File: src/rtl/tomasulo_cdb_arb_if.sv
// Common Data Bus handshake bundle between result producers and the CDB arbiter.
// The master side is the arbiter, which owns the bus. The slave side is a producer.
interface tomasulo_cdb_arb_if #(
  parameter int N      = 4,
  parameter int TAG_W  = 4,
  parameter int DATA_W = 32
);
  logic [N-1:0]        cdb_req;
  logic [N*TAG_W-1:0]  req_tag;
  logic [N*DATA_W-1:0] req_data;
  logic                cdb_stall;
  logic [N-1:0]        cdb_gnt;
  logic                cdb_vld_r;
  logic [TAG_W-1:0]    cdb_tag_r;
  logic [DATA_W-1:0]   cdb_data_r;
  logic [15:0]         bcast_cnt_r;

  modport master (
    input  cdb_req, req_tag, req_data, cdb_stall,
    output cdb_gnt, cdb_vld_r, cdb_tag_r, cdb_data_r, bcast_cnt_r
  );

  modport slave (
    output cdb_req, req_tag, req_data, cdb_stall,
    input  cdb_gnt, cdb_vld_r, cdb_tag_r, cdb_data_r, bcast_cnt_r
  );
endinterface

File: src/rtl/tomasulo_cdb_arb.sv
// CDB arbiter and broadcaster. It grants at most one producer per cycle, using
// round-robin order with a starvation override. It then registers the winner's
// tag and data onto the broadcast bus on the following cycle.
module tomasulo_cdb_arb #(
  parameter int N          = 4,
  parameter int TAG_W      = 4,
  parameter int DATA_W     = 32,
  parameter int STARVE_MAX = 7
) (
  input  logic              clk,
  input  logic              rst,
  tomasulo_cdb_arb_if.master bus
);
  localparam int IDX_W  = (N > 1) ? $clog2(N) : 1;
  localparam int WAIT_W = $clog2(STARVE_MAX + 1);

  logic [IDX_W-1:0]  ptr_r;
  logic [WAIT_W-1:0] wait_r [N];

  logic              gnt_any;
  logic [IDX_W-1:0]  gnt_idx;
  logic [N-1:0]      gnt;

  // Winner selection: a saturated waiter wins over round-robin order (lowest index first).
  always_comb begin
    logic starve_hit;
    int   j;
    gnt_any    = 1'b0;
    gnt_idx    = '0;
    starve_hit = 1'b0;
    j          = 0;
    if (!bus.cdb_stall) begin
      // Scan downward so the last hit seen is the lowest index.
      for (int i = N - 1; i >= 0; i--) begin
        if (bus.cdb_req[i] && wait_r[i] == WAIT_W'(STARVE_MAX)) begin
          starve_hit = 1'b1;
          gnt_any    = 1'b1;
          gnt_idx    = IDX_W'(i);
        end
      end
      if (!starve_hit) begin
        // Scan downward so the last hit seen is the nearest one at or after ptr_r.
        for (int k = N - 1; k >= 0; k--) begin
          j = (int'(ptr_r) + k) % N;
          if (bus.cdb_req[j]) begin
            gnt_any = 1'b1;
            gnt_idx = IDX_W'(j);
          end
        end
      end
    end
  end

  assign gnt         = gnt_any ? ({{(N-1){1'b0}}, 1'b1} << gnt_idx) : '0;
  assign bus.cdb_gnt = gnt;

  // Arbitration state: the rotate pointer follows the winner, and the wait counters track unserved requests.
  always_ff @(posedge clk or posedge rst) begin
    if (rst) begin
      ptr_r <= '0;
      for (int i = 0; i < N; i++) wait_r[i] <= '0;
    end else begin
      if (gnt_any)
        ptr_r <= (gnt_idx == IDX_W'(N - 1)) ? '0 : gnt_idx + 1'b1;
      // Counters keep advancing under stall, so a long stall can push waiters into the override.
      for (int i = 0; i < N; i++) begin
        if (bus.cdb_req[i] && !gnt[i])
          wait_r[i] <= (wait_r[i] == WAIT_W'(STARVE_MAX)) ? wait_r[i] : wait_r[i] + 1'b1;
        else
          wait_r[i] <= '0;
      end
    end
  end

  // Broadcast register: the payload is captured in the grant cycle and held while the bus is idle.
  always_ff @(posedge clk or posedge rst) begin
    if (rst) begin
      bus.cdb_vld_r   <= 1'b0;
      bus.cdb_tag_r   <= '0;
      bus.cdb_data_r  <= '0;
      bus.bcast_cnt_r <= '0;
    end else begin
      bus.cdb_vld_r <= gnt_any;
      if (gnt_any) begin
        bus.cdb_tag_r   <= bus.req_tag[gnt_idx*TAG_W +: TAG_W];
        bus.cdb_data_r  <= bus.req_data[gnt_idx*DATA_W +: DATA_W];
        bus.bcast_cnt_r <= bus.bcast_cnt_r + 16'd1;
      end
    end
  end

  a_gnt_onehot : assert property (@(posedge clk) disable iff (rst) $onehot0(bus.cdb_gnt));
  a_gnt_subset : assert property (@(posedge clk) disable iff (rst) (bus.cdb_gnt & ~bus.cdb_req) == '0);
  a_gnt_stall  : assert property (@(posedge clk) disable iff (rst) !(bus.cdb_stall && |bus.cdb_gnt));
endmodule
File: src/flat_wrapper.sv
// flat-port wrapper written by rule: the top's interface ports become plain ports
module tomasulo_cdb_arb_flat 
#(
  parameter int N          = 4,
  parameter int TAG_W      = 4,
  parameter int DATA_W     = 32,
  parameter int STARVE_MAX = 7
)
  (clk, rst, bus_cdb_req, bus_req_tag, bus_req_data, bus_cdb_stall, bus_cdb_gnt, bus_cdb_vld_r, bus_cdb_tag_r, bus_cdb_data_r, bus_bcast_cnt_r);
  tomasulo_cdb_arb_if #(.N(N), .TAG_W(TAG_W), .DATA_W(DATA_W)) bus_i ();
  input  logic clk;
  input  logic rst;
  input wire logic [$bits(bus_i.cdb_req)-1:0] bus_cdb_req;
  input wire logic [$bits(bus_i.req_tag)-1:0] bus_req_tag;
  input wire logic [$bits(bus_i.req_data)-1:0] bus_req_data;
  input wire logic [$bits(bus_i.cdb_stall)-1:0] bus_cdb_stall;
  output wire logic [$bits(bus_i.cdb_gnt)-1:0] bus_cdb_gnt;
  output wire logic [$bits(bus_i.cdb_vld_r)-1:0] bus_cdb_vld_r;
  output wire logic [$bits(bus_i.cdb_tag_r)-1:0] bus_cdb_tag_r;
  output wire logic [$bits(bus_i.cdb_data_r)-1:0] bus_cdb_data_r;
  output wire logic [$bits(bus_i.bcast_cnt_r)-1:0] bus_bcast_cnt_r;
  assign bus_i.cdb_req = bus_cdb_req;
  assign bus_i.req_tag = bus_req_tag;
  assign bus_i.req_data = bus_req_data;
  assign bus_i.cdb_stall = bus_cdb_stall;
  assign bus_cdb_gnt = bus_i.cdb_gnt;
  assign bus_cdb_vld_r = bus_i.cdb_vld_r;
  assign bus_cdb_tag_r = bus_i.cdb_tag_r;
  assign bus_cdb_data_r = bus_i.cdb_data_r;
  assign bus_bcast_cnt_r = bus_i.bcast_cnt_r;
  tomasulo_cdb_arb #(.N(N), .TAG_W(TAG_W), .DATA_W(DATA_W), .STARVE_MAX(STARVE_MAX)) u_core (.clk(clk), .rst(rst), .bus(bus_i));
endmodule
File: config.mk
export PLATFORM = sky130hd
export DESIGN_NAME = tomasulo_cdb_arb_flat
export DESIGN_NICKNAME = d
export VERILOG_FILES = /design/src/rtl/tomasulo_cdb_arb_if.sv /design/src/rtl/tomasulo_cdb_arb.sv /design/src/flat_wrapper.sv
export SDC_FILE = /design/constraint.sdc
export NUM_CORES = 1
export LEC_CHECK = 0
export ABC_AREA = 1
export CORE_MARGIN = 2
export CORE_UTILIZATION = 45
export CTS_BUF_LIST = sky130_fd_sc_hd__clkbuf_2
export DETAILED_ROUTE_END_ITERATION = 16
export PLACE_DENSITY = 0.95
export SETUP_SLACK_MARGIN = 0.4
export SLEW_MARGIN = 10
export SYNTH_ARGS = -nofsm -noshare
export SYNTH_HDL_FRONTEND = slang
export SYNTH_SLANG_ARGS = --single-unit
File: constraint.sdc
create_clock -name clk -period 3.8 [get_ports clk]
set_clock_uncertainty 0.15 [all_clocks]
set_input_delay 0.76 -clock clk [delete_from_list [all_inputs] [get_ports clk]]
set_output_delay 0.76 -clock clk [all_outputs]
set_load 0.1 [all_outputs]
==> flow_summary.ini, run 1 <==
[run_status]
outcome = completed

[clock_network]
clk_root_buffer_cell = sky130_fd_sc_hd__clkbuf_2
worstSkewPairLatency_ps = 500
path_clk_slew_ps = 220
tritoncts = done
ctsHtreeMaxLevel = 3
cts_sinks = 67
cts_max_path_buffers = 2
hold_fix_buffer_count_after_cts = 0
numCtsBuffers = 9

[routing]
vias = 5639
postRouteAntennaNets = 0
per_cell_routed_wire_length_um = 13.1
drt_first_pass_iters = 7
drc = 0
routed_wirelength_um = 15100
viasPerCell = 4.88
drt_iter0_drc = 349

[run]
maxCapViolations = 0

[final_layout]
antenna-diode-count = 0
postLayoutCoreUtil = 0.705
post_route_cells_drive_above_1_share = 0.0925
area.growth.synth_to_final_pct = 53.7
number_of_standard_cells_in_the_final_layout_excluding_fillers = 1156
num-nets-final = 1175

[global_route]
grt_start_max_net_pins = 73
antenna_found_initial = 0
grt_first_pass_wirelength_um = 24400
grt_overflow = 0
track_usage = 0.260
grt_pass1_vias = 5391

[setup_path]
cp_peak_stage_delay_ps = 430
crit_top_cell = sky130_fd_sc_hd__nand2_1
endpoint_class_of_the_critical_path = output port
cpLargestDelayFamily = simple AND/OR/NAND/NOR gates
cpMaxStageDelayCell = sky130_fd_sc_hd__dfrtp_1
critPathLaunchType = flip-flop
critical_path_required_ps = 2890
worstSetupPathType = flip-flop to output port
critical_path_arrival_ps = 2670
cp.buffers_inverters = 3
crit_fanout = 6
regToRegSetupSlack_ps = 900
critical_path.cell_chain = ha_1 > ha_4 > nand3_2 > a21boi_2 > nand2_1 > nand3_1 > nand2_1 > nand2_1 > nand2_1 > nand2_2 > nand2_4 > inv_4 > ha_4 > nand2_4 > clkinvlp_4 > buf_12

[floorplan]
initial_utilization = 0.459
floorplan.die.width_um = 109
die_h_um = 109
floorplan.die_area_sq_um = 11900
design.portCount = 208
row_count = 38
design.core.area_sq_um = 10800

[logic_synthesis]
synth_largest_area_cell = sky130_fd_sc_hd__dfrtp_1
synthTopCellsByArea = sky130_fd_sc_hd__dfrtp_1 (34%), sky130_fd_sc_hd__nand2_1 (21%), sky130_fd_sc_hd__nand3_1 (16%), sky130_fd_sc_hd__inv_1 (13%), sky130_fd_sc_hd__ha_1 (3.3%)
ys_ff_latch = 67
syn_nets = 959
ys_seq_area_frac = 0.339
synth_top_area_frac = 0.339
netlist_instances = 795
netlist_area_sq_um = 4950
yosysWarnings = 0
post_syn_area_per_cell_sq_um = 6.23
yosysUniqueCellTypes = 23

[power]
irDropWorstVdd_mv = 0.771
clock_power_share = 0.078
static-leakage-power_nw = 4.20
netSwitchingPower_mw = 3.94
powerDensity_nw_per_um2 = 853
power.share.switching = 0.607
power.combinational.fraction = 0.739
intPower_mw = 2.55
power.share.sequential = 0.183

[timing]
totalNegativeSetupSlack_ps = 0
grt_setup_unrepaired = yes
timing.slew.headroom = 0.299
maxSlewViolCount = 0
max_slew.worst_pin.slew_ps = 1050
post-route-min-period_ps = 3580
hold_violations = 0
max_clock_freq_mhz = 279
finalSetupViolations = 0
finalCritPeriodShare = 0.942

[place]
place.detailed.instances = 1120
numPortBuffers = 207
place.gp.congestion = 0.836
post_dp_hpwl_um = 10900

[hold_path]
hold_class = flip-flop to flip-flop
==> flip-flops by register name, summed over array words and instances, names as in the netlist <==
register                cells
u_core.bus.cdb_tag_r        4
u_core.bus.cdb_vld_r        1
u_core.bus.cdb_data_r      32
u_core.bus.bcast_cnt_r     16
u_core.wait_r              12
u_core.ptr_r                2
==> power groups by stage <==
stage | logic [mW] | clock network [mW] | registers, mW
2_1_floorplan | 1.89 | 0 | 2.77
3_3_place_gp | 4.49 | 0 | 1.18
3_5_place_dp | 4.55 | 0 | 1.20
4_1_cts | 4.73 | 0.517 | 1.18
5_1_grt | 5.13 | 0.556 | 1.22
6_report | 4.79 | 0.509 | 1.19
==> worst reg2reg max path: stages (launching register included) <==
cell and delay, ps:
sky130_fd_sc_hd__dfrtp_1 430, sky130_fd_sc_hd__ha_1 230, sky130_fd_sc_hd__ha_4 200, sky130_fd_sc_hd__nand3_2 100, sky130_fd_sc_hd__a21boi_2 160, sky130_fd_sc_hd__nand2_1 70
sky130_fd_sc_hd__nand3_1 60, sky130_fd_sc_hd__nand2_1 50, sky130_fd_sc_hd__nand2_1 60, sky130_fd_sc_hd__nand2_1 70, sky130_fd_sc_hd__nand2_2 90, sky130_fd_sc_hd__buf_4 590
sky130_fd_sc_hd__nand3_1 250, sky130_fd_sc_hd__nand3_1 140, sky130_fd_sc_hd__nand2_1 60, sky130_fd_sc_hd__nand2_1 50, sky130_fd_sc_hd__nand2_1 50
==> cell families (layout without fill, tap and decap cells) <==
group           after synthesis  count (layout)  share of synthesized area
fa+ha+maj                    13              13                     0.0329
simple gates                473             473                      0.405
flops                        67              67                      0.339
buf+inv                     209             430                      0.175
xor+xnor                     19              19                     0.0336
compound gates               14              14                     0.0152
==> cells in the mapped netlist, drive strengths merged <==
cell / count
o211ai: 1
a21oi: 7
inv: 171
buf: 28
nand4: 7
a21boi: 1
nand3: 155
dfrtp: 67
nor3: 6
xor2: 12
ha: 13
nand2: 285
o21ai: 5
xnor2: 7
clkbuf: 10
nor2: 20
==> placed cells by master (no fill, tap or decap) <==
| master | n |
|---|---|
| sky130_fd_sc_hd__nand2_4 | 6 |
| sky130_fd_sc_hd__o21ai_0 | 5 |
| sky130_fd_sc_hd__nand2_1 | 276 |
| sky130_fd_sc_hd__ha_1 | 3 |
| sky130_fd_sc_hd__nor3_1 | 6 |
| sky130_fd_sc_hd__nand4_1 | 7 |
| sky130_fd_sc_hd__buf_12 | 4 |
| sky130_fd_sc_hd__ha_4 | 7 |
| sky130_fd_sc_hd__a21boi_2 | 1 |
| sky130_fd_sc_hd__dlygate4sd2_1 | 4 |
| sky130_fd_sc_hd__xnor2_1 | 7 |
| sky130_fd_sc_hd__dfrtp_1 | 65 |
| sky130_fd_sc_hd__nand3_2 | 1 |
| sky130_fd_sc_hd__nand2_2 | 3 |
| sky130_fd_sc_hd__clkinvlp_4 | 5 |
| sky130_fd_sc_hd__a21oi_4 | 1 |
| sky130_fd_sc_hd__inv_2 | 6 |
| sky130_fd_sc_hd__clkdlybuf4s50_1 | 198 |
| sky130_fd_sc_hd__inv_1 | 159 |
| sky130_fd_sc_hd__nor2_1 | 19 |
| sky130_fd_sc_hd__a21oi_1 | 6 |
| sky130_fd_sc_hd__xor2_1 | 12 |
| sky130_fd_sc_hd__inv_4 | 2 |
| sky130_fd_sc_hd__o211ai_1 | 1 |
| sky130_fd_sc_hd__dfrtp_2 | 2 |
| sky130_fd_sc_hd__nand3_1 | 154 |
| sky130_fd_sc_hd__ha_2 | 3 |
| sky130_fd_sc_hd__clkinv_4 | 1 |
| sky130_fd_sc_hd__inv_6 | 2 |
| sky130_fd_sc_hd__clkinv_2 | 1 |
| sky130_fd_sc_hd__buf_4 | 37 |
| sky130_fd_sc_hd__nor2_4 | 1 |
| sky130_fd_sc_hd__clkbuf_2 | 9 |
| sky130_fd_sc_hd__bufinv_16 | 2 |
==> final cells by class <==
type                    count  area [sq um]
fillers                   854          3180
multi-input cells         519          2570
well taps                 140           175
clock inverters             7          98.8
flip-flops and latches     67          1680
clock buffers               9          45.0
inverters                 171           662
repair buffers            243          2370
==> final timing paths <==
check                                           startpoint                          to  depth (start not counted)
max in group asynchronous                              rst        u_core.bus.cdb_vld_r                          3
min in group asynchronous                              rst    u_core.bus.cdb_data_r[7]                          2
worst max register to register            u_core.wait_r[1]   u_core.bus.cdb_data_r[20]                         16
worst max-delay path                      u_core.wait_r[1]              bus_cdb_gnt[3]                         16
worst min register to register  u_core.bus.bcast_cnt_r[15]  u_core.bus.bcast_cnt_r[15]                          1
worst min-delay path            u_core.bus.bcast_cnt_r[15]  u_core.bus.bcast_cnt_r[15]                          1
==> routing by layer <==
layer / vias to the layer above / track usage / routed length [um]
li1: 2825 / - / -
met1: 2520 / 0.298 / 5910
met2: 242 / 0.444 / 7420
met3: 52 / 0.0777 / 1220
met4: 0 / 0.117 / 583
met5: - / 0 / 0
==> timing repair <==
action,4_1_cts,5_1_grt
buffers inserted,14,6
resized for setup,30,4
endpoints found under the setup margin,4,4
pin swaps,11,5
==> metrics by stage <==
| stage | hold slack (ps) | power, mW | setup slack [ps] | area [sq um] |
|---|---|---|---|---|
| floorplan | 348 | 4.65 | 401 | 4980 |
| global placement | 310 | 5.68 | 105 | 7180 |
| detailed placement | 314 | 5.74 | 92.6 | 7180 |
| CTS | 360 | 6.43 | 252 | 7540 |
| global route | 387 | 6.90 | 33.0 | 7610 |
| finish | 346 | 6.49 | 219 | 7610 |
(Power assumes the default switching activity.)
==> inputs of run 2 (changes only) <==
Settings changed: ABC_AREA 1 to 0, CORE_UTILIZATION 45 to 41.
==> flow_summary.ini, run 2 <==
[clock_network]
tritoncts = done
hold_fix_buffer_count_after_cts = 0
worstSkewPairLatency_ps = 520
ctsHtreeMaxLevel = 3
cts_sinks = 67
cts_max_path_buffers = 2
clk_root_buffer_cell = sky130_fd_sc_hd__clkbuf_2
path_clk_slew_ps = 260
numCtsBuffers = 9

[logic_synthesis]
post_syn_area_per_cell_sq_um = 10.7
synthTopCellsByArea = sky130_fd_sc_hd__dfrtp_1 (44%), sky130_fd_sc_hd__mux2i_1 (21%), sky130_fd_sc_hd__o221ai_1 (8.5%), sky130_fd_sc_hd__nand2_1 (4.9%), sky130_fd_sc_hd__ha_1 (4.2%)
yosysWarnings = 0
synthArstFlopShare = 1.00
netlist_area_sq_um = 3830
synth_mux_area_frac = 0.209
synth-xor-area-share = 0.0434
synth_largest_area_cell = sky130_fd_sc_hd__dfrtp_1
synth_compound_area_frac = 0.108
netlist_instances = 357
synthMostInstantiatedCell = sky130_fd_sc_hd__mux2i_1
synth_top_area_frac = 0.437
ys_top_cells_by_count = sky130_fd_sc_hd__mux2i_1 (80), sky130_fd_sc_hd__dfrtp_1 (67), sky130_fd_sc_hd__nand2_1 (50)
synth-adder-area-share = 0.0424
syn_nets = 521
synth_simple_gate_area_share = 0.109
synth_enable_flop_cells = 0
ys_seq_area_frac = 0.437
synth_flop_cell = sky130_fd_sc_hd__dfrtp_1
synth_top_family_by_area = multiplexers
ys_ff_latch = 67
yosysUniqueCellTypes = 34

[power]
power.share.switching = 0.536
netSwitchingPower_mw = 1.81
total_power_mw = 3.38
powerDensity_nw_per_um2 = 537
power.share.sequential = 0.290
intPower_mw = 1.57
irDropWorstVdd_mv = 0.506
clock_power_share = 0.118
static-leakage-power_nw = 2.94
power.combinational.fraction = 0.592

[routing]
drt_first_pass_iters = 5
per_cell_routed_wire_length_um = 17.5
postRouteAntennaNets = 0
vias = 3649
drt_iter0_drc = 167
drc = 0
routed_wirelength_um = 12000
viasPerCell = 5.34

[timing]
finalSetupViolations = 0
finalWorstSetupSlack_ps = 368
finalCritPeriodShare = 0.903
timing.slew.headroom = 0.318
max_clock_freq_mhz = 291
totalNegativeSetupSlack_ps = 0
post-route-min-period_ps = 3430
grt_setup_unrepaired = yes
max_slew.worst_pin.slew_ps = 1020
maxSlewViolCount = 0
hold_violations = 0

[setup_path]
worstSetupPathType = flip-flop to output port
regToRegSetupSlack_ps = 860
critical_path.cell_chain = ha_2 > ha_4 > a22oi_2 > nand4_1 > o211ai_4 > buf_6 > ha_4 > and2_4 > buf_12
endpoint_class_of_the_critical_path = output port
ff_to_ff_start = u_core.wait_r[4]
r2r_cells = 9
critical_path.reg2reg.endpoint = u_core.bus.cdb_data_r[21]
cpMaxStageDelayCell = sky130_fd_sc_hd__dfrtp_1
critical_path_required_ps = 2890
crit_fanout = 4
critical_path_arrival_ps = 2520
cp_peak_stage_delay_ps = 440
cpLargestDelayFamily = adder cells
cp.buffers_inverters = 2
critPathLaunchType = flip-flop
crit_top_cell = sky130_fd_sc_hd__ha_4

[place]
numPortBuffers = 207
post_place_instance_area_sq_um = 6000
dp_slack_ps = 0.381
post_dp_hpwl_um = 8830
place.gp.congestion = 0.987

[final_layout]
ff_latch_area_sq_um = 1680
multi_input_combinational_cell_area_sq_um = 2100
area.growth.synth_to_final_pct = 64.2
max_reg_flops = 32
post_route_cells_drive_above_1_share = 0.110
filler_cell_count = 666
antenna-diode-count = 0
reg_top3 = u_core.bus.cdb_data_r x32, u_core.bus.bcast_cnt_r x16, u_core.wait_r x12
layout.cells.most_common = sky130_fd_sc_hd__clkdlybuf4s50_1
largest_register_by_flop_count = u_core.bus.cdb_data_r
commonest_cells_after_routing_fill_and_taps_aside = sky130_fd_sc_hd__clkdlybuf4s50_1 (199), sky130_fd_sc_hd__mux2i_1 (80), sky130_fd_sc_hd__dfrtp_1 (67)
design_area_sq_um = 6300
num-nets-final = 731
postLayoutCoreUtil = 0.688

[floorplan]
die_h_um = 101
floorplan.die.width_um = 101
design.portCount = 208
floorplan.die_area_sq_um = 10100
initial_utilization = 0.419
design.core.area_sq_um = 9150
row_count = 35

[hold_path]
hp_start = u_core.bus.bcast_cnt_r[15]
hold_end = u_core.bus.bcast_cnt_r[15]
hold_class = flip-flop to flip-flop
whs_path_depth = 1

[global_route]
grt_first_pass_wirelength_um = 18500
grt_start_max_net_pins = 68
antenna_found_initial = 0
grt_overflow = 0
grt_pass1_vias = 3830
track_usage = 0.235

[run]
maxCapViolations = 0

[run_status]
outcome = completed
==> run 2: per-layer routing <==
metal,wire [um],up-vias,GRT usage
li1,-,1709,-
met1,4480,1749,0.258
met2,6390,166,0.442
met3,814,25,0.0472
met4,301,0,0.0896
met5,0,-,0
==> run 2: cell families (layout without fill, tap and decap cells) <==
| family | count (synthesis) | in the layout |
|---|---|---|
| adder cells (fa/ha/maj) | 13 | 13 |
| flip-flops | 67 | 67 |
| AO/OA/AOI/OAI | 50 | 50 |
| XOR/XNOR | 19 | 19 |
| AND/OR/NAND/NOR | 93 | 93 |
| buffers and inverters | 35 | 250 |
| multiplexers | 80 | 80 |
==> run 2: power by group through the flow <==
| stage | combinational, mW | clock [mW] | sequential, mW |
|---|---|---|---|
| 2_1_floorplan | 0.477 | 0 | 1.91 |
| 3_3_place_gp | 1.92 | 0 | 0.978 |
| 3_5_place_dp | 1.97 | 0 | 0.990 |
| 4_1_cts | 2.00 | 0.406 | 0.980 |
| 5_1_grt | 2.08 | 0.435 | 1.00 |
| 6_report | 2.00 | 0.398 | 0.981 |
==> run 2: final cells by class <==
class,count,area share
Timing Repair Buffer,225,0.357
Multi-Input combinational cell,255,0.333
Sequential cell,67,0.266
Tap cell,111,0.0221
Clock inverter,7,0.00934
Clock buffer,9,0.00715
Inverter,9,0.00536
==> run 2: through the flow <==
step	cells	hold slack, ps
3_5_place_dp	657	322
2_1_floorplan	357	343
3_3_place_gp	657	310
4_1_cts	682	359
5_1_grt	683	376
6_report	683	357
==> run 2: worst reg2reg max path, stage by stage (launching register included) <==
cell,delay [ps]
sky130_fd_sc_hd__dfrtp_1,440
sky130_fd_sc_hd__ha_2,210
sky130_fd_sc_hd__ha_4,180
sky130_fd_sc_hd__a22oi_2,160
sky130_fd_sc_hd__nand4_1,170
sky130_fd_sc_hd__o211ai_4,270
sky130_fd_sc_hd__buf_4,160
sky130_fd_sc_hd__buf_4,560
sky130_fd_sc_hd__mux2i_1,380
sky130_fd_sc_hd__o221ai_1,130
==> run 2: timing repair <==
action | in CTS | in global routing
resized for setup | 24 | 9
setup endpoints to repair | 4 | 4
gates cloned | 0 | 0
buffers inserted | 9 | 1
pin swaps | 6 | 8
==> run 2: how the worst max path moves through the flow <==
stage	startpoint	endpoint	slack [ps]	cells after the start
after floorplan	bus_cdb_req[0]	bus_cdb_gnt[0]	500	9
after global placement	bus_cdb_req[1]	bus_cdb_gnt[1]	170	9
after detailed placement	bus_cdb_req[1]	bus_cdb_gnt[3]	0.4	9
after CTS	u_core.wait_r[1]	bus_cdb_gnt[2]	390	9
after global routing	u_core.wait_r[4]	bus_cdb_gnt[0]	230	9
final	u_core.wait_r[4]	bus_cdb_gnt[0]	370	9
==> inputs of run 3 (changes only) <==
Settings changed: CAP_MARGIN from default to 20, CORE_UTILIZATION 41 to 28, PLACE_DENSITY 0.95 to 0.72, SKIP_CTS_REPAIR_TIMING from default to 1.
==> flow_summary.ini, run 3 (synthesis results as in run 2) <==
[run_status]
outcome = completed

[clock_network]
path_clk_slew_ps = 230
cts_max_path_buffers = 2
cts_sinks = 67
numCtsBuffers = 9
ctsHtreeMaxLevel = 3
tritoncts = done
worstSkewPairLatency_ps = 530
clk_root_buffer_cell = sky130_fd_sc_hd__clkbuf_2

[power]
clock_power_share = 0.135
power.share.sequential = 0.286
intPower_mw = 1.63
power.share.switching = 0.524
power.combinational.fraction = 0.579
netSwitchingPower_mw = 1.80
powerDensity_nw_per_um2 = 534
irDropWorstVdd_mv = 0.626
static-leakage-power_nw = 2.99

[timing]
max_clock_freq_mhz = 293
grt_setup_unrepaired = yes
post-route-min-period_ps = 3410
totalNegativeSetupSlack_ps = 0
timing.slew.headroom = 0.326
finalSetupViolations = 0
finalCritPeriodShare = 0.898
worst_hold_margin_ps = 356
hold_violations = 0
maxSlewViolCount = 0
max_slew.worst_pin.slew_ps = 1010

[routing]
drt_iter0_drc = 113
postRouteAntennaNets = 0
drt_first_pass_iters = 4
viasPerCell = 4.83
vias = 3624
per_cell_routed_wire_length_um = 16.5
routed_wirelength_um = 12400
drc = 0

[setup_path]
cpLargestDelayFamily = compound AO/OA/AOI/OAI gates
cpMaxStageDelayCell = sky130_fd_sc_hd__dfrtp_1
crit_top_cell = sky130_fd_sc_hd__ha_4
crit_fanout = 4
critPathLaunchType = flip-flop
critical_path_required_ps = 2890
cp.buffers_inverters = 2
regToRegSetupSlack_ps = 750
ff_to_ff_start = u_core.wait_r[0]
crit_cells = 8
worstSetupPathType = flip-flop to output port
endpoint = bus_cdb_gnt[0]
endpoint_class_of_the_critical_path = output port
critical_path.reg2reg.endpoint = u_core.bus.cdb_tag_r[0]
critical_path_arrival_ps = 2500
critical_path.cell_chain = ha_2 > ha_4 > o31a_1 > o211ai_1 > buf_4 > ha_4 > and2_4 > buf_12
r2r_cells = 10
setup.worst_path.start = u_core.wait_r[0]
cp_peak_stage_delay_ps = 450

[hold_path]
hold_class = flip-flop to flip-flop

[global_route]
grt_overflow = 0
antenna_found_initial = 1
grt_start_max_net_pins = 51
track_usage = 0.164
grt_first_pass_wirelength_um = 18800
grt_pass1_vias = 3779

[final_layout]
largest_register_by_flop_count = u_core.bus.cdb_data_r
layout.cells.most_common = sky130_fd_sc_hd__clkdlybuf4s50_1
area.growth.synth_to_final_pct = 67.5
post_route_cells_drive_above_1_share = 0.110
reg_top3 = u_core.bus.cdb_data_r x32, u_core.bus.bcast_cnt_r x16, u_core.wait_r x12
max_reg_flops = 32
commonest_cells_after_routing_fill_and_taps_aside = sky130_fd_sc_hd__clkdlybuf4s50_1 (199), sky130_fd_sc_hd__mux2i_1 (80), sky130_fd_sc_hd__dfrtp_1 (67)
num-nets-final = 733

[floorplan]
die_h_um = 121
initial_utilization = 0.288
row_count = 42
floorplan.die.width_um = 121
design.core.area_sq_um = 13300
design.portCount = 208
floorplan.die_area_sq_um = 14600

[place]
post_dp_hpwl_um = 9090
numPortBuffers = 207
place.gp.congestion = 0.774

[run]
maxCapViolations = 0
-- run 3: through the flow --
stage	area (sq um)	worst slack [ps]	cells	total power [mW]	utilization
floorplan	3840	500	357	2.39	-
global placement	6110	129	724	2.92	0.459
detailed placement	6110	47.8	724	2.95	0.459
CTS	6230	26.4	740	3.43	0.469
global route	6420	280	751	3.59	0.483
finish	6420	386	751	3.43	0.483
-- run 3: how the worst min path moves through the flow --
stage,start,end,slack [ps],cells after the start
after floorplan,u_core.wait_r[10],u_core.wait_r[10],340,2
after global placement,u_core.bus.bcast_cnt_r[15],u_core.bus.bcast_cnt_r[15],310,1
after detailed placement,u_core.bus.bcast_cnt_r[15],u_core.bus.bcast_cnt_r[15],320,1
after CTS,u_core.bus.bcast_cnt_r[15],u_core.bus.bcast_cnt_r[15],360,1
after global routing,u_core.bus.bcast_cnt_r[15],u_core.bus.bcast_cnt_r[15],380,1
final,u_core.bus.bcast_cnt_r[15],u_core.bus.bcast_cnt_r[15],360,1
-- run 3: power groups by stage --
stage	registers, mW	clock network [mW]	logic, mW
3_3_place_gp	0.980	0	1.94
4_1_cts	0.978	0.479	1.97
3_5_place_dp	0.989	0	1.96
6_report	0.980	0.464	1.99
5_1_grt	1.00	0.512	2.07
2_1_floorplan	1.91	0	0.477
-- run 3: layer usage --
| metal | part of all wire | up-vias | GRT usage |
|---|---|---|---|
| met1 | 0.39 | 1741 | 0.184 |
| met2 | 0.53 | 146 | 0.302 |
| li1 | - | 1724 | - |
| met4 | 0.014 | 0 | 0.0545 |
| met3 | 0.066 | 13 | 0.0404 |
| met5 | 0 | - | 0 |
-- run 3: layout make-up --
| cell class | count | area [sq um] |
|---|---|---|
| flip-flops and latches | 67 | 1680 |
| multi-input cells | 255 | 2080 |
| clock buffers | 9 | 45.0 |
| inverters | 9 | 33.8 |
| diodes | 1 | 2.50 |
| well taps | 176 | 220 |
| repair buffers | 227 | 2290 |
| fillers | 1218 | 6870 |
| clock inverters | 7 | 81.3 |
==> RTL edit: new RTL, flow settings as in run 3 <==
`STARVE_MAX` is set to 7 in 2 places; all go to 9.
--- a/src/rtl/tomasulo_cdb_arb.sv
+++ b/src/rtl/tomasulo_cdb_arb.sv
@@ -6,5 +6,5 @@
   parameter int TAG_W      = 4,
   parameter int DATA_W     = 32,
-  parameter int STARVE_MAX = 7
+  parameter int STARVE_MAX = 9
 ) (
   input  logic              clk,
--- a/src/flat_wrapper.sv
+++ b/src/flat_wrapper.sv
@@ -5,5 +5,5 @@
   parameter int TAG_W      = 4,
   parameter int DATA_W     = 32,
-  parameter int STARVE_MAX = 7
+  parameter int STARVE_MAX = 9
 )
   (clk, rst, bus_cdb_req, bus_req_tag, bus_req_data, bus_cdb_stall, bus_cdb_gnt, bus_cdb_vld_r, bus_cdb_tag_r, bus_cdb_data_r, bus_bcast_cnt_r);
Check against the original RTL: no difference found for any inputs over 4 cycles, from zero or initial values and one cycle with rst high; that may be too few to reach the edited logic, so the function may still have changed.
==> RTL edit against run 3 <==
Area after synthesis rose by 8.1%. Via count rose by 5.6%. Sequential cell count rose by 4. Sequential share of layout area rose by 0.40 points. Fmax fell by 1.5%. Critical path depth rose by 2. Hold slack got worse by 0.0058 ns. Total power fell by 4.4%. Worst setup slack got worse by 0.053 ns. Count of clock-buffer cells in the layout did not move. Final cell count rose by 5.2%. Wire length rose by 0.89%. Design area rose by 4.4%. Critical path type is now in2out. Highest routed layer unchanged.
==> RTL edit: results (changes against run 3) <==
| Metric | Value |
|---|---|
| Post-Route M1 WL | `4.92 mm (+0.51%)` |
| Met3 wire len | `862 um (+5.3%)` |
| Cells after synthesis | `382 (+7.0%)` |
| Clk_lat worst skew | `0.55 ns (+0.02 ns)` |
| Post-DP HPWL | `9.34 mm (+2.8%)` |
| Adder-Cell Fraction of Synth Area | `3.93% (-0.32 points)` |
| Pin count of the biggest net entering global routing | `73 (+43%)` |
| Actual slew at the worst max-slew pin | `1.00 ns (-0.00312 ns)` |
| Peak VDD IR | `0.290 mV (-54%)` |
| Share of layout cells above drive strength 1 | `12.2% (+1.3 points)` |
| Final weighted congestion in routability-driven placement | `0.781 (+0.93%)` |
| Synth top area cells | `dfrtp_1, mux2i_1, o221ai_1, nand2_1, ha_1` |
| Synth unique cells | `38 (+12%)` |
| R2R Path End | `u_core.bus.cdb_data_r[18]` |
| Synth Area in Compound Gates | `13.1% (+2.3 points)` |
| Leakage | `3.12 nW (+4.1%)` |
| Biggest regs | `u_core.bus.cdb_data_r x32, u_core.bus.bcast_cnt_r x16, u_core.wait_r x16` |
| Mux cell area share after synthesis | `17.9% (-3.0 points)` |
| Worst Path Arrival | `2.56 ns (+0.06 ns)` |
| Reg2reg start | `u_core.wait_r[1]` |
| Number of global-route vias before repair | `4097 (+8.4%)` |
| Post-synth top cells | `mux2i_1, dfrtp_1, nand2_1` |
| Seq/Total Area, Yosys | `42.9% (-0.85 points)` |
| Clk slew on worst S/H paths | `0.19 ns (-0.04 ns)` |
| Outcome | `finished clean` |
| Routed wire per std cell | `15.8 um (-4.1%)` |
| Gr usage total | `15.9% (-0.50 points)` |
| Initial DRC count | `162 (+43%)` |
| Worst Path Max Fanout | `6 (+2)` |
| Mapped Nets | `546 (+4.8%)` |
| Nets@finish | `764 (+4.2%)` |
-- RTL edit: cell types whose count changed after synthesis, sizes merged, moves of 3 or more --
| cell | run 3 | this run |
|---|---|---|
| nand2 | 50 | 54 |
| a21oi | 5 | 8 |
| dfrtp | 67 | 71 |
| a211oi | 0 | 4 |
| o21ai | 0 | 4 |
| nor2 | 17 | 25 |
| buf | 17 | 14 |
| nand3 | 3 | 10 |
| mux2i | 80 | 73 |
-- RTL edit: power by group --
part           leakage [nW]  internal [W]  switching, W
combinational          2.13      0.000541       0.00119
sequential            0.894      0.000883      0.000106
clock                0.0910      0.000279      0.000281
total                  3.12       0.00170       0.00158
-- RTL edit: metal layers --
| layer | up-vias | GRT usage (%) |
|---|---|---|
| met1 | 1848 | 17.7 |
| met2 | 135 | 28.8 |
| met5 | - | 0 |
| met3 | 17 | 4.46 |
| met4 | 0 | 6.14 |
| li1 | 1826 | - |
-- RTL edit: through the flow --
step / hold WS, ns / setup WS, ns / util (%) / instance area (um2) / total power (W)
3_5_place_dp: 0.318 / 0.0423 / 44.1 / 6390 / 0.00272
2_1_floorplan: 0.354 / 0.572 / - / 4150 / 0.00221
4_1_cts: 0.313 / 0.0325 / 45.2 / 6540 / 0.00330
3_3_place_gp: 0.321 / 0.140 / 44.1 / 6390 / 0.00269
5_1_grt: 0.355 / 0.229 / 46.3 / 6710 / 0.00344
6_report: 0.351 / 0.333 / 46.3 / 6710 / 0.00328
-- RTL edit: logic make-up after synthesis --
family	count (synthesis)
and+or+nand+nor	110
muxes	74
DFF	71
AOI/OAI and AO/OA	59
buffers and inverters	32
xor gates and xnor gates	23
adders and majority gates	13
-- RTL edit: cell type report --
type / instances / area (um2)
Clock inverter: 7 / 111
Fill cell: 1357 / 7770
Tap cell: 184 / 230
Multi-Input combinational cell: 279 / 2210
Timing Repair Buffer: 228 / 2290
Antenna cell: 1 / 2.50
Clock buffer: 9 / 45.0
Inverter: 11 / 41.3
Sequential cell: 71 / 1780
-- RTL edit: how the worst max path moves through the flow --
stage	end	from	slack [ns]
after floorplan	bus_cdb_gnt[1]	bus_cdb_req[2]	0.57
after global placement	bus_cdb_gnt[3]	bus_cdb_req[2]	0.14
after detailed placement	bus_cdb_gnt[3]	bus_cdb_req[2]	0.04
after CTS	bus_cdb_gnt[3]	bus_cdb_req[2]	0.03
after global routing	bus_cdb_gnt[3]	u_core.wait_r[9]	0.23
final	bus_cdb_gnt[3]	bus_cdb_req[0]	0.33
-- RTL edit: critical path, stage by stage --
cell and delay (ns):
clkdlybuf4s50_1 0.44, buf_4 0.18, nand3_1 0.10, a21oi_2 0.07, a221oi_2 0.27, o21ai_4 0.10, inv_1 0.13, ha_2 0.19
and2_4 0.14, buf_12 0.17
